File: src/rtl/axi4_lite_master_if.sv
`default_nettype none
// +----------------------------------------------------------------------------+
// | Module   : axi4_lite_if                                                    |
// | Brief    : AXI4-Lite channel bundle with master (m) and slave (s) views    |
// | Revision : 1.0                                                             |
// +----------------------------------------------------------------------------+
interface axi4_lite_if #(
   parameter int AW = 4,
   parameter int DW = 32
);
   logic [AW-1:0]   awaddr;
   logic [2:0]      awprot;
   logic            awvalid;
   logic            awready;
   logic [DW-1:0]   wdata;
   logic [DW/8-1:0] wstrb;
   logic            wvalid;
   logic            wready;
   logic [1:0]      bresp;
   logic            bvalid;
   logic            bready;
   logic [AW-1:0]   araddr;
   logic [2:0]      arprot;
   logic            arvalid;
   logic            arready;
   logic [DW-1:0]   rdata;
   logic [1:0]      rresp;
   logic            rvalid;
   logic            rready;

   modport m (
      output awaddr, awprot, awvalid, input awready,
      output wdata, wstrb, wvalid, input wready,
      input  bresp, bvalid, output bready,
      output araddr, arprot, arvalid, input arready,
      input  rdata, rresp, rvalid, output rready
   );

   modport s (
      input  awaddr, awprot, awvalid, output awready,
      input  wdata, wstrb, wvalid, output wready,
      output bresp, bvalid, input bready,
      input  araddr, arprot, arvalid, output arready,
      output rdata, rresp, rvalid, input rready
   );
endinterface
`default_nettype wire

File: src/rtl/axi4_lite_master.sv
`default_nettype none
// +----------------------------------------------------------------------------+
// | Module   : axi4_lite_master                                                |
// | Brief    : Single-outstanding AXI4-Lite initiator driven by a cmd/rsp pair |
// | Revision : 1.0                                                             |
// +----------------------------------------------------------------------------+
module axi4_lite_master #(
   parameter int         AW   = 4,
   parameter int         DW   = 32,
   parameter logic [2:0] PROT = 3'b000
) (
   input  logic            aclk,
   input  logic            areset,
   input  logic            cmd_valid,
   output logic            cmd_ready,
   input  logic            cmd_we,
   input  logic [AW-1:0]   cmd_addr,
   input  logic [DW-1:0]   cmd_wdata,
   input  logic [DW/8-1:0] cmd_wstrb,
   output logic            rsp_valid,
   input  logic            rsp_ready,
   output logic            rsp_we,
   output logic [DW-1:0]   rsp_rdata,
   output logic [1:0]      rsp_resp,
   axi4_lite_if.m          axi
);

   typedef enum logic [2:0] {
      S_IDLE = 3'd0,
      S_WR   = 3'd1,
      S_RD_A = 3'd2,
      S_RD_D = 3'd3,
      S_RSP  = 3'd4
   } state_t;

   state_t            r_state,     w_state_nxt;
   logic              r_cmd_ready, w_cmd_ready_nxt;
   logic              r_awvalid,   w_awvalid_nxt;
   logic              r_wvalid,    w_wvalid_nxt;
   logic              r_bready,    w_bready_nxt;
   logic              r_arvalid,   w_arvalid_nxt;
   logic              r_rready,    w_rready_nxt;
   logic              r_aw_done,   w_aw_done_nxt;
   logic              r_w_done,    w_w_done_nxt;
   logic              r_rsp_valid, w_rsp_valid_nxt;
   logic              r_rsp_we,    w_rsp_we_nxt;
   logic [DW-1:0]     r_rsp_rdata, w_rsp_rdata_nxt;
   logic [1:0]        r_rsp_resp,  w_rsp_resp_nxt;
   logic [AW-1:0]     r_addr,      w_addr_nxt;
   logic [DW-1:0]     r_wdata,     w_wdata_nxt;
   logic [DW/8-1:0]   r_wstrb,     w_wstrb_nxt;

   logic w_aw_fire, w_w_fire, w_b_fire, w_ar_fire, w_r_fire;

   assign w_aw_fire = r_awvalid & axi.awready;
   assign w_w_fire  = r_wvalid  & axi.wready;
   assign w_b_fire  = r_bready  & axi.bvalid;
   assign w_ar_fire = r_arvalid & axi.arready;
   assign w_r_fire  = r_rready  & axi.rvalid;

   always_comb begin
      w_state_nxt     = r_state;
      w_awvalid_nxt   = r_awvalid;
      w_wvalid_nxt    = r_wvalid;
      w_bready_nxt    = r_bready;
      w_arvalid_nxt   = r_arvalid;
      w_rready_nxt    = r_rready;
      w_aw_done_nxt   = r_aw_done;
      w_w_done_nxt    = r_w_done;
      w_rsp_valid_nxt = r_rsp_valid;
      w_rsp_we_nxt    = r_rsp_we;
      w_rsp_rdata_nxt = r_rsp_rdata;
      w_rsp_resp_nxt  = r_rsp_resp;
      w_addr_nxt      = r_addr;
      w_wdata_nxt     = r_wdata;
      w_wstrb_nxt     = r_wstrb;

      unique case (r_state)
         S_IDLE: begin
            if (cmd_valid && r_cmd_ready) begin
               w_addr_nxt  = cmd_addr;
               w_wdata_nxt = cmd_wdata;
               w_wstrb_nxt = cmd_wstrb;
               if (cmd_we) begin
                  w_state_nxt   = S_WR;
                  w_awvalid_nxt = 1'b1;
                  w_wvalid_nxt  = 1'b1;
                  w_aw_done_nxt = 1'b0;
                  w_w_done_nxt  = 1'b0;
               end else begin
                  w_state_nxt   = S_RD_A;
                  w_arvalid_nxt = 1'b1;
               end
            end
         end
         S_WR: begin
            if (w_aw_fire) begin
               w_awvalid_nxt = 1'b0;
               w_aw_done_nxt = 1'b1;
            end
            if (w_w_fire) begin
               w_wvalid_nxt = 1'b0;
               w_w_done_nxt = 1'b1;
            end
            // A B that shows up before both address and data are taken is left pending.
            if (w_b_fire) begin
               w_bready_nxt    = 1'b0;
               w_rsp_valid_nxt = 1'b1;
               w_rsp_we_nxt    = 1'b1;
               w_rsp_rdata_nxt = '0;
               w_rsp_resp_nxt  = axi.bresp;
               w_state_nxt     = S_RSP;
            end else begin
               w_bready_nxt = w_aw_done_nxt & w_w_done_nxt;
            end
         end
         S_RD_A: begin
            if (w_ar_fire) begin
               w_arvalid_nxt = 1'b0;
               w_rready_nxt  = 1'b1;
               w_state_nxt   = S_RD_D;
            end
         end
         S_RD_D: begin
            if (w_r_fire) begin
               w_rready_nxt    = 1'b0;
               w_rsp_valid_nxt = 1'b1;
               w_rsp_we_nxt    = 1'b0;
               w_rsp_rdata_nxt = axi.rdata;
               w_rsp_resp_nxt  = axi.rresp;
               w_state_nxt     = S_RSP;
            end
         end
         S_RSP: begin
            if (rsp_ready) begin
               w_rsp_valid_nxt = 1'b0;
               w_state_nxt     = S_IDLE;
            end
         end
         default: w_state_nxt = S_IDLE;
      endcase

      w_cmd_ready_nxt = (w_state_nxt == S_IDLE);
   end

   always_ff @(posedge aclk or posedge areset) begin
      if (areset) begin
         r_state     <= S_IDLE;
         r_cmd_ready <= 1'b0;
         r_awvalid   <= 1'b0;
         r_wvalid    <= 1'b0;
         r_bready    <= 1'b0;
         r_arvalid   <= 1'b0;
         r_rready    <= 1'b0;
         r_aw_done   <= 1'b0;
         r_w_done    <= 1'b0;
         r_rsp_valid <= 1'b0;
         r_rsp_we    <= 1'b0;
         r_rsp_rdata <= '0;
         r_rsp_resp  <= '0;
         r_addr      <= '0;
         r_wdata     <= '0;
         r_wstrb     <= '0;
      end else begin
         r_state     <= w_state_nxt;
         r_cmd_ready <= w_cmd_ready_nxt;
         r_awvalid   <= w_awvalid_nxt;
         r_wvalid    <= w_wvalid_nxt;
         r_bready    <= w_bready_nxt;
         r_arvalid   <= w_arvalid_nxt;
         r_rready    <= w_rready_nxt;
         r_aw_done   <= w_aw_done_nxt;
         r_w_done    <= w_w_done_nxt;
         r_rsp_valid <= w_rsp_valid_nxt;
         r_rsp_we    <= w_rsp_we_nxt;
         r_rsp_rdata <= w_rsp_rdata_nxt;
         r_rsp_resp  <= w_rsp_resp_nxt;
         r_addr      <= w_addr_nxt;
         r_wdata     <= w_wdata_nxt;
         r_wstrb     <= w_wstrb_nxt;
      end
   end

   assign cmd_ready   = r_cmd_ready;
   assign rsp_valid   = r_rsp_valid;
   assign rsp_we      = r_rsp_we;
   assign rsp_rdata   = r_rsp_rdata;
   assign rsp_resp    = r_rsp_resp;

   assign axi.awaddr  = r_addr;
   assign axi.awprot  = PROT;
   assign axi.awvalid = r_awvalid;
   assign axi.wdata   = r_wdata;
   assign axi.wstrb   = r_wstrb;
   assign axi.wvalid  = r_wvalid;
   assign axi.bready  = r_bready;
   assign axi.araddr  = r_addr;
   assign axi.arprot  = PROT;
   assign axi.arvalid = r_arvalid;
   assign axi.rready  = r_rready;

endmodule
`default_nettype wire

File: src/flat_wrapper.sv
// flat-port wrapper written by rule: the top's interface ports become plain ports
module axi4_lite_master_flat 
#(
   parameter int         AW   = 4,
   parameter int         DW   = 32,
   parameter logic [2:0] PROT = 3'b000
)
  (aclk, areset, cmd_valid, cmd_ready, cmd_we, cmd_addr, cmd_wdata, cmd_wstrb, rsp_valid, rsp_ready, rsp_we, rsp_rdata, rsp_resp, axi_awaddr, axi_awprot, axi_awvalid, axi_awready, axi_wdata, axi_wstrb, axi_wvalid, axi_wready, axi_bresp, axi_bvalid, axi_bready, axi_araddr, axi_arprot, axi_arvalid, axi_arready, axi_rdata, axi_rresp, axi_rvalid, axi_rready);
  axi4_lite_if #(.AW(AW), .DW(DW)) axi_i ();
  input  logic aclk;
  input  logic areset;
  input  logic cmd_valid;
  output logic cmd_ready;
  input  logic cmd_we;
  input  logic [AW-1:0] cmd_addr;
  input  logic [DW-1:0] cmd_wdata;
  input  logic [DW/8-1:0] cmd_wstrb;
  output logic rsp_valid;
  input  logic rsp_ready;
  output logic rsp_we;
  output logic [DW-1:0] rsp_rdata;
  output logic [1:0] rsp_resp;
  output wire logic [$bits(axi_i.awaddr)-1:0] axi_awaddr;
  output wire logic [$bits(axi_i.awprot)-1:0] axi_awprot;
  output wire logic [$bits(axi_i.awvalid)-1:0] axi_awvalid;
  input wire logic [$bits(axi_i.awready)-1:0] axi_awready;
  output wire logic [$bits(axi_i.wdata)-1:0] axi_wdata;
  output wire logic [$bits(axi_i.wstrb)-1:0] axi_wstrb;
  output wire logic [$bits(axi_i.wvalid)-1:0] axi_wvalid;
  input wire logic [$bits(axi_i.wready)-1:0] axi_wready;
  input wire logic [$bits(axi_i.bresp)-1:0] axi_bresp;
  input wire logic [$bits(axi_i.bvalid)-1:0] axi_bvalid;
  output wire logic [$bits(axi_i.bready)-1:0] axi_bready;
  output wire logic [$bits(axi_i.araddr)-1:0] axi_araddr;
  output wire logic [$bits(axi_i.arprot)-1:0] axi_arprot;
  output wire logic [$bits(axi_i.arvalid)-1:0] axi_arvalid;
  input wire logic [$bits(axi_i.arready)-1:0] axi_arready;
  input wire logic [$bits(axi_i.rdata)-1:0] axi_rdata;
  input wire logic [$bits(axi_i.rresp)-1:0] axi_rresp;
  input wire logic [$bits(axi_i.rvalid)-1:0] axi_rvalid;
  output wire logic [$bits(axi_i.rready)-1:0] axi_rready;
  assign axi_awaddr = axi_i.awaddr;
  assign axi_awprot = axi_i.awprot;
  assign axi_awvalid = axi_i.awvalid;
  assign axi_i.awready = axi_awready;
  assign axi_wdata = axi_i.wdata;
  assign axi_wstrb = axi_i.wstrb;
  assign axi_wvalid = axi_i.wvalid;
  assign axi_i.wready = axi_wready;
  assign axi_i.bresp = axi_bresp;
  assign axi_i.bvalid = axi_bvalid;
  assign axi_bready = axi_i.bready;
  assign axi_araddr = axi_i.araddr;
  assign axi_arprot = axi_i.arprot;
  assign axi_arvalid = axi_i.arvalid;
  assign axi_i.arready = axi_arready;
  assign axi_i.rdata = axi_rdata;
  assign axi_i.rresp = axi_rresp;
  assign axi_i.rvalid = axi_rvalid;
  assign axi_rready = axi_i.rready;
  axi4_lite_master #(.AW(AW), .DW(DW), .PROT(PROT)) u_core (.aclk(aclk), .areset(areset), .cmd_valid(cmd_valid), .cmd_ready(cmd_ready), .cmd_we(cmd_we), .cmd_addr(cmd_addr), .cmd_wdata(cmd_wdata), .cmd_wstrb(cmd_wstrb), .rsp_valid(rsp_valid), .rsp_ready(rsp_ready), .rsp_we(rsp_we), .rsp_rdata(rsp_rdata), .rsp_resp(rsp_resp), .axi(axi_i));
endmodule
File: config.mk
export PLATFORM = sky130hd
export DESIGN_NAME = axi4_lite_master_flat
export DESIGN_NICKNAME = d
export VERILOG_FILES = /design/src/rtl/axi4_lite_master_if.sv /design/src/rtl/axi4_lite_master.sv /design/src/flat_wrapper.sv
export SDC_FILE = /design/constraint.sdc
export NUM_CORES = 1
export LEC_CHECK = 0
export ABC_AREA = 1
export ABC_CLOCK_PERIOD_IN_PS = 3800
export CELL_PAD_IN_SITES_DETAIL_PLACEMENT = 1
export CELL_PAD_IN_SITES_GLOBAL_PLACEMENT = 2
export CORE_UTILIZATION = 22
export DETAILED_ROUTE_END_ITERATION = 10
export PLACE_DENSITY = 0.84
export SETUP_SLACK_MARGIN = 0.3
export SYNTH_ARGS = -nofsm -noshare
export SYNTH_HDL_FRONTEND = slang
export SYNTH_SLANG_ARGS = --single-unit
File: constraint.sdc
create_clock -name aclk -period 3.8 [get_ports aclk]
set_clock_uncertainty 0.15 [all_clocks]
set_input_delay 0.38 -clock aclk [delete_from_list [all_inputs] [get_ports aclk]]
set_output_delay 0.38 -clock aclk [all_outputs]
set_load 0.005 [all_outputs]
==> impl_metrics.yaml <==
synth:
  ys_seq_area_share_pct: 60.4
  netlist-cell-type-count: 19
  syn_area_um2: 3600
  ys_warn_count: 0
  avgSynthCellArea_um2: 8.38
  synth_seq_cells: 87
  synthCells: 430
detailed_routing:
  drt-pass1-iter-count: 4
  drc: 0
  drtIter0Drc: 96
  routed_via_density: 4.10
  drt-total-wl_um: 11100
  vias: 3347
  wl_per_cell_um: 13.6
  ant_nets: 0
sta:
  slew_headroom_pct: 56.1
  slew_violations: 0
  min_period_ps: 2270
  fin_crit_sh_pct: 59.6
  hold_violations: 0
  rsz0062_at_grt: "false"
  worst_pin_slew_ps: 658
  final.setup.tns_ps: 0
  holdWs_ps: 315
  setup_viol: 0
  fmax_ghz: 0.441
final_layout:
  final_common_cell: "nand2_1"
  diodes: 0
  design_area_um2: 5770
  area_delta_synth_final_pct: 60.2
  layout-drive-gt1-share_pct: 4.50
  fillCellCount: 1875
  layout_common_cells: "263 x nand2_1, 171 x clkdlybuf4s50_1, 87 x dfrtp_1"
  nets: 681
flow_run:
  max_cap_violations: 0
grt:
  grt_overflow: 0
  grt_pass1_vias: 3602
  gr-usage-all-layers_pct: 13.9
  grt_pass1_wl_um: 17900
  use_met2_pct: 23.0
  antenna_found_initial: 0
  grt_max_degree: 88
  met1_usage_pct: 16.6
  grt-busiest-layer: "met2"
  grt_util_met3_pct: 4.55
critical_path:
  cp.buffers_inverters: 2
  crit_arrival_ps: 2330
  slowest_delay_ps: 450
  crit_top_cell: "nand2_1"
  crit_slowest_cell: "dfrtp_1"
  start_kind: "flip-flop"
  path_cells: "nor2_1 > nand2_1 > nor2_4 > buf_4 > inv_2 > nand2_1 > nand2_1"
  crit_family: "buffers and inverters"
  cp_max_fo: 41
  worstPathRequired_ps: 3870
  end_kind: "flip-flop"
  crit_type: "flip-flop to flip-flop"
clock_tree:
  cts_buffer_depth: 2
  root_buffer: "clkbuf_16"
  cts_max_level: 3
  path_clk_slew_ps: 60
  cts_tree: "done"
  cts_resized: 0
  clock_latency_ps: 330
  clock-sinks: 87
  numCtsBuffers: 9
  cts_hold_buf: 0
  postCtsSetupBuffers: 0
floorplanning:
  die_w_um: 130
  start_util_pct: 22.6
  core.rowCount: 46
  die_height_um: 130
  coreArea_um2: 15900
  ios: 178
  die_area_um2: 16900
placed_design:
  io_buffers: 171
  place.gp.congestion: 0.763
  place_area_um2: 5480
  hpwl_um: 8320
outcome:
  status: "finished clean"
worst_hold_path:
  hold_path.class: "flip-flop to flip-flop"
pwr:
  leakagePower_uw: 0.00285
  peakVddDrop_uv: 292
  powerDensity_nw_per_um2: 739
-- sequential cells by signal (all words and copies together) (netlist names), 2 cells and up --
signal	count
u_core.rsp_rdata	32
u_core.axi.wstrb	4
u_core.rsp_resp	2
u_core.r_state	3
u_core.axi.araddr	4
u_core.axi.wdata	32
-- final cells by class --
cell class	instances	area [um^2]	area share (%)
Clock buffer	10	229	3.97
Multi-Input combinational cell	302	1200	20.8
Tap cell	216	270	4.68
Inverter	22	86.3	1.50
Sequential cell	87	2180	37.7
Timing Repair Buffer	173	1740	30.1
Clock inverter	6	70.1	1.21
-- stage by stage --
| step | instances | setup slack, ps | total power, uW | utilization, % |
|---|---|---|---|---|
| 3_3_place_gp | 800 | 1420 | 3350 | 34.3 |
| 3_5_place_dp | 800 | 1360 | 3430 | 34.3 |
| 4_1_cts | 816 | 1490 | 4360 | 36.2 |
| 5_1_grt | 816 | 1300 | 4620 | 36.2 |
| 6_report | 816 | 1530 | 4270 | 36.2 |
| 2_1_floorplan | 435 | 1020 | 2280 | - |
-- routing by layer --
metal	wire length (um)	share of wire (%)
met1	4780	43
met2	5250	47
met3	930	8.4
met4	161	1.4
met5	0	0
-- power breakdown --
part           switching [uW]  internal, uW  leakage (uW)  total [uW]
logic                     729          1020       0.00162        1750
registers                 277          1360       0.00110        1640
clock network             373           513      0.000135         887
-- worst reg2reg max path, stage by stage (launching register included) --
cell and delay, ps:
dfrtp_1 450, nor2_1 250, nand2_1 170, nor2_4 100, buf_4 380, inv_2 390
nand2_1 190, nand2_1 70
-- cell families (layout without fill, tap and decap cells) --
| kind of cell | count (synthesis) | after routing | share of synthesized area (%) |
|---|---|---|---|
| simple gates | 288 | 288 | 31.5 |
| flops | 87 | 87 | 60.4 |
| buf+inv | 46 | 211 | 6.91 |
| compound gates | 8 | 8 | 1.11 |
| other cells | 1 | 6 | 0.104 |
-- Yosys cell counts, drive strengths merged --
library cell / instances / share of area (%)
a21oi: 2 / 0.28
nor2: 13 / 2.3
nand3b: 1 / 0.21
dfrtp: 87 / 60
conb: 1 / 0.10
inv: 22 / 2.4
buf: 24 / 4.5
nand2: 264 / 28
o21ai: 6 / 0.83
nand3: 9 / 1.2
nand4: 1 / 0.17
-- path summary, 6_finish.rpt --
check,start,end,depth (start not counted),slack [ps]
worst max-delay path,u_core.r_state[1],u_core.axi.wdata[27],7,1530
worst min-delay path,u_core.rsp_rdata[21],u_core.rsp_rdata[21],2,310
worst max register to register,u_core.r_state[1],u_core.axi.wdata[27],7,1530
worst min register to register,u_core.rsp_rdata[21],u_core.rsp_rdata[21],2,310
max in group asynchronous,areset,u_core.rsp_we,3,2830
min in group asynchronous,areset,u_core.axi.wdata[15],3,330
Power figures use the tool's default switching activity.
